`config.mk`:
```
export PLATFORM = sky130hd
export DESIGN_NAME = sevseg_scan_ctrl
export DESIGN_NICKNAME = d
export VERILOG_FILES = /design/src/rtl/sevseg_pkg.sv /design/src/rtl/sevseg_scan_ctrl_hex7seg_dec.sv /design/src/rtl/sevseg_scan_ctrl.sv
export SDC_FILE = /design/constraint.sdc
export NUM_CORES = 1
export LEC_CHECK = 0
export BUFFER_PORTS_ARGS = -buffer_cell sky130_fd_sc_hd__buf_2
export CAP_MARGIN = 10
export CORE_UTILIZATION = 24
export CTS_BUF_LIST = sky130_fd_sc_hd__clkbuf_2
export CTS_CLUSTER_SIZE = 8
export DETAILED_ROUTE_END_ITERATION = 16
export GPL_TIMING_DRIVEN = 0
export SKIP_LAST_GASP = 1
export SLEW_MARGIN = 20
export SYNTH_ARGS = -nofsm -noshare
export SYNTH_HDL_FRONTEND = slang
export SYNTH_SLANG_ARGS = --single-unit
```
`constraint.sdc`:
```
create_clock -name clk -period 5.1 [get_ports clk]
set_input_delay 0 -clock clk [delete_from_list [all_inputs] [get_ports clk]]
set_output_delay 0 -clock clk [all_outputs]
set_load 0.1 [all_outputs]
```
`src/rtl/sevseg_pkg.sv`:
```
// Shared constants for the 8-digit seven-segment scan controller:
// digit count, blank patterns and the active-low hex segment table.
package sevseg_pkg;

  localparam int NUM_DIGITS = 8;

  // All segments off (active-low) and all anodes off (active-low).
  localparam logic [6:0] SEG_BLANK = 7'h7F;
  localparam logic [7:0] AN_OFF    = 8'hFF;

  // Active-low {g,f,e,d,c,b,a} patterns for nibbles 0..F.
  localparam logic [6:0] SEG_TABLE [16] = '{
    7'h40, 7'h79, 7'h24, 7'h30,
    7'h19, 7'h12, 7'h02, 7'h78,
    7'h00, 7'h10, 7'h08, 7'h03,
    7'h46, 7'h21, 7'h06, 7'h0E
  };

endpackage

```
`src/rtl/sevseg_scan_ctrl_hex7seg_dec.sv`:
```
// Combinational nibble-to-segment decoder (active-low {g..a}).
module hex7seg_dec
  import sevseg_pkg::*;
(
  input  logic [3:0] nibble,
  output logic [6:0] seg
);

  // Straight table lookup; every nibble value has an entry.
  assign seg = SEG_TABLE[nibble];

endmodule

```
`src/rtl/sevseg_scan_ctrl.sv`:
```
// Time-multiplexed scan controller for an 8-digit common-anode display.
// Handshake: a transfer happens in any cycle where upd_valid && upd_ready;
// the source must hold upd_valid and its data stable until that cycle.
// Accepted contents wait in a pending register and become active only at
// the frame boundary (last tick of digit 7), so a frame is never mixed.
module sevseg_scan_ctrl
  import sevseg_pkg::*;
#(
  parameter int TICKS_PER_DIGIT = 100000,
  parameter int BLANK_TICKS     = 2000
) (
  input  logic        clk,
  input  logic        rst,
  input  logic        upd_valid,
  output logic        upd_ready,
  input  logic [31:0] upd_value,
  input  logic [7:0]  upd_en_mask,
  input  logic [7:0]  upd_dp_mask,
  input  logic        upd_lzb,
  output logic [6:0]  disp,
  output logic        dp,
  output logic [7:0]  en,
  output logic        frame_start
);

  localparam int TW = (TICKS_PER_DIGIT > 1) ? $clog2(TICKS_PER_DIGIT) : 1;
  localparam logic [TW-1:0] TICK_LAST  = TW'(TICKS_PER_DIGIT - 1);
  localparam logic [TW-1:0] TICK_BLANK = TW'(BLANK_TICKS);
  localparam logic [2:0]    DIGIT_LAST = 3'(NUM_DIGITS - 1);

  logic [TW-1:0] tick_cnt;
  logic [2:0]    digit_idx;
  logic          frame_boundary;

  logic          pend_full;
  logic [31:0]   pend_value;
  logic [7:0]    pend_en_mask;
  logic [7:0]    pend_dp_mask;
  logic          pend_lzb;

  logic [31:0]   act_value;
  logic [7:0]    act_en_mask;
  logic [7:0]    act_dp_mask;
  logic          act_lzb;

  logic [7:0]    shown_mask;
  logic [3:0]    cur_nibble;
  logic [6:0]    cur_seg;
  logic          xfer;

  assign frame_boundary = (tick_cnt == TICK_LAST) && (digit_idx == DIGIT_LAST);
  assign upd_ready      = ~pend_full;
  assign xfer           = upd_valid & ~pend_full;

  // Slot timing: tick counter wraps every slot and advances the digit index.
  always_ff @(posedge clk or posedge rst) begin
    if (rst) begin
      tick_cnt  <= '0;
      digit_idx <= '0;
    end else if (tick_cnt == TICK_LAST) begin
      tick_cnt  <= '0;
      digit_idx <= digit_idx + 3'd1;
    end else begin
      tick_cnt  <= tick_cnt + TW'(1);
    end
  end

  // Pending/active registers: capture on transfer, promote at frame boundary.
  // A capture in the boundary cycle itself waits for the next boundary,
  // because the pending register was still empty when the boundary hit.
  always_ff @(posedge clk or posedge rst) begin
    if (rst) begin
      pend_full    <= 1'b0;
      pend_value   <= '0;
      pend_en_mask <= '0;
      pend_dp_mask <= '0;
      pend_lzb     <= 1'b0;
      act_value    <= '0;
      act_en_mask  <= '0;
      act_dp_mask  <= '0;
      act_lzb      <= 1'b0;
    end else if (xfer) begin
      pend_full    <= 1'b1;
      pend_value   <= upd_value;
      pend_en_mask <= upd_en_mask;
      pend_dp_mask <= upd_dp_mask;
      pend_lzb     <= upd_lzb;
    end else if (frame_boundary && pend_full) begin
      pend_full    <= 1'b0;
      act_value    <= pend_value;
      act_en_mask  <= pend_en_mask;
      act_dp_mask  <= pend_dp_mask;
      act_lzb      <= pend_lzb;
    end
  end

  // Which digits are lit: enable mask minus leading-zero blanking.
  // Scanning from the top nibble down, zero_above stays set while every
  // nibble seen so far (including this one) is zero. Digit 0 always shows.
  always_comb begin
    logic zero_above;
    zero_above = 1'b1;
    shown_mask = '0;
    for (int i = NUM_DIGITS - 1; i >= 0; i--) begin
      zero_above    = zero_above & (act_value[4*i +: 4] == 4'h0);
      shown_mask[i] = act_en_mask[i] & ~(act_lzb & zero_above & (i != 0));
    end
  end

  assign cur_nibble = act_value[{digit_idx, 2'b00} +: 4];

  hex7seg_dec u_dec (
    .nibble (cur_nibble),
    .seg    (cur_seg)
  );

  // Registered display outputs: blank gap first, then the lit digit if shown.
  always_ff @(posedge clk or posedge rst) begin
    if (rst) begin
      disp        <= SEG_BLANK;
      dp          <= 1'b1;
      en          <= AN_OFF;
      frame_start <= 1'b0;
    end else begin
      frame_start <= frame_boundary;
      if ((tick_cnt < TICK_BLANK) || !shown_mask[digit_idx]) begin
        disp <= SEG_BLANK;
        dp   <= 1'b1;
        en   <= AN_OFF;
      end else begin
        disp <= cur_seg;
        dp   <= ~act_dp_mask[digit_idx];
        en   <= ~(8'd1 << digit_idx);
      end
    end
  end

endmodule
```
==> reports/metrics.cfg <==
[pwr]
pwr-share-comb_pct=7.6
p_leak_nw=3.65
internal_power_mw=1.52
peakVddDrop_mv=0.118
pwr-share-clk_pct=35.2
finalPower_mw=2.03
power.density_nw_per_um2=253
swShare_pct=25.3
switchingPower_uw=512
p_seq_share_pct=57.2

[global_route]
grt_antenna_before_repair=0
grt_pass1_wl_mm=22.0
overflow=0
grt_pass1_vias=4191
grt_usage_pct=11.2
grt_max_degree=82

[clock_network]
post-cts-setup-buffers=0
cts_buffers=17
ctsLongestPathBuffers=2
cts_tree=built
clk_latency_ps=740
clkSinkCount=136
clk_pin_slew_ps=230
post_cts_resized=0
htree_num_levels=4
cts-root-buf=clkbuf_2

[placed_design]
place_congestion=0.769
dp_hpwl_mm=9.01
io_buffers=69
dp_cells=812
placed_area_um2=6730
pre_cts_slack_ps=2540

[route]
ant_nets=0
vias_per_cell=4.20
drtPass1Iterations=6
wl_mm=13.4
vias=3966
wire_per_inst_um=14.2
drt-initial-drc-count=257
drc=0

[synth]
seq_area_frac_synth_pct=57.6
ys_ff_latch=136
netlist_instances=418
yosysWarnings=0
syn_avg_cell_area_um2=14.2
synth_flop_cell=dfrtp_1
synth_common_cells=dfrtp_1 (120), mux2_2 (95), nand2_1 (34), dfstp_2 (16), ha_1 (13)
async_flop_share_pct=100
synth_largest_type_area_fraction_pct=50.5
ys_top_cells_by_area=dfrtp_1 (51%), mux2_2 (18%), dfstp_2 (7.1%)
syn-cell-area_um2=5940
synthMostInstantiatedCell=dfrtp_1
synth.largest_area_cell=dfrtp_1
synth_edf_count=0
ys_types=49
synth_nets=483

[worst_setup_path]
crit_end=disp[0]
reg2reg_setup_slack_ps=2600
cp.arrival_ps=3160
critPathKind=flip-flop to flip-flop
r2r-start=digit_idx[0]
crit_start=digit_idx[0]
cp.required_ps=5760
worst_r2r_endpoint=disp[0]
endpoint_kind=flip-flop
r2r_cells=9
worst-path-max-fanout=10
critPathLaunchType=flip-flop

[hold_path]
hold_path.class=input port to flip-flop
hold_path.startpoint=upd_en_mask[2]

[timing]
min_period_ps=2500
hold_ws_ps=81.2
drv_slew=0
rsz0062_at_grt=false
finClkSkew_ps=46.6
worstMarginPinSlew_ps=614
finalSetupTns_ps=0
hold_violations=0
setup_ws_ps=2600
finalCritPeriodShare_pct=49.1
setup_viol=0
clock.fmax_mhz=400
slew_headroom_pct=59.1

[layout]
final_util_pct=32.9
nNetsFinal=673
area_growth_pct=34.7
num_antenna_cells=0
drive_gt1_share_pct=38.2
instances_no_fill=945
fin_area_um2=8000

[die]
fp.dieArea_um2=25400
dieWidth_um=159
core_um2=24300
num_rows=57
die_h_um=159
start_util_pct=24.4
num_io_pins=70

[job]
maxCapViolCount=0

[run_status]
run_status=finished, final reports clean

how the worst min path moves through the flow:
stage / end / depth (start not counted)
after detailed placement: frame_start / 2
after global routing: pend_en_mask[3] / 3
after floorplan: pend_full / 1
final: pend_en_mask[2] / 3
after CTS: pend_dp_mask[6] / 3
after global placement: pend_full / 2
repair_timing:
item | in CTS | in global routing
setup endpoints to repair | 0 | 0
hold buffers | 100 | 1
endpoints found under the hold margin | 186 | 1
placed cells by master, fill, tap and decap left out, types with 3 or more instances in the layout:
| master | count |
|---|---|
| and2_1 | 3 |
| and3_1 | 4 |
| buf_2 | 78 |
| buf_6 | 3 |
| bufinv_16 | 3 |
| clkbuf_1 | 4 |
| clkbuf_2 | 18 |
| clkinv_4 | 4 |
| dfrtp_1 | 120 |
| dfstp_2 | 16 |
| dlygate4sd3_1 | 101 |
| ha_1 | 13 |
| inv_1 | 9 |
| inv_6 | 3 |
| mux2_1 | 3 |
| mux2_2 | 95 |
| mux2i_1 | 4 |
| mux4_1 | 7 |
| mux4_2 | 3 |
| nand2_1 | 34 |
| nand3_1 | 9 |
| nand4_1 | 5 |
| nor2_1 | 11 |
| nor2b_1 | 3 |
| nor4_1 | 5 |
| o211ai_1 | 7 |
| o21ai_0 | 5 |
| xnor2_1 | 8 |
| xor2_1 | 8 |
power groups by stage:
stage	sequential, mW	combinational [mW]	clock (mW)
floorplan	1.17	0.0597	0
global placement	1.18	0.0888	0
detailed placement	1.18	0.0941	0
CTS	1.16	0.155	0.743
global route	1.17	0.171	0.787
finish	1.16	0.154	0.713
registers in the layout, summed over array words and instances (netlist names):
name,count
pend_lzb,1
pend_en_mask,8
act_value,32
tick_cnt,17
act_en_mask,8
pend_dp_mask,8
act_dp_mask,8
dp,1
en,8
act_lzb,1
disp,7
frame_start,1
pend_value,32
pend_full,1
digit_idx,3
cell type report:
cell class	count	area (µm²)
plain buffers	17	97.6
clock buffers	18	90.1
clock inverters	14	173
fillers	2407	16300
inverters	11	48.8
multi-input cells	254	2380
flip-flops and latches	136	3420
well taps	324	405
repair buffers	171	1380
logic make-up after synthesis:
family,synth area share (%)
flip-flops,57.6
AO/OA/AOI/OAI,3.28
XOR/XNOR,2.36
multiplexers,24.1
AND/OR/NAND/NOR,7.58
buffers and inverters,2.34
adder cells (fa/ha/maj),2.74
worst max-delay path, stage by stage, from the launching register on:
cell,delay (ps)
dfrtp_1,430
buf_6,170
buf_2,260
mux4_2,560
nand2_1,90
nand2_1,150
inv_1,170
ha_1,250
inv_1,80
o311ai_1,290
layer usage:
| metal | vias to the layer above | global-route usage (%) | part of all wire, % |
|---|---|---|---|
| met5 | - | 0 | 0 |
| met4 | 0 | 3.50 | 1.1 |
| met3 | 11 | 2.81 | 3.0 |
| met2 | 68 | 18.8 | 49 |
| met1 | 2008 | 14.2 | 46 |
| li1 | 1879 | - | - |
Note: power is estimated with default switching activity, not from simulation.
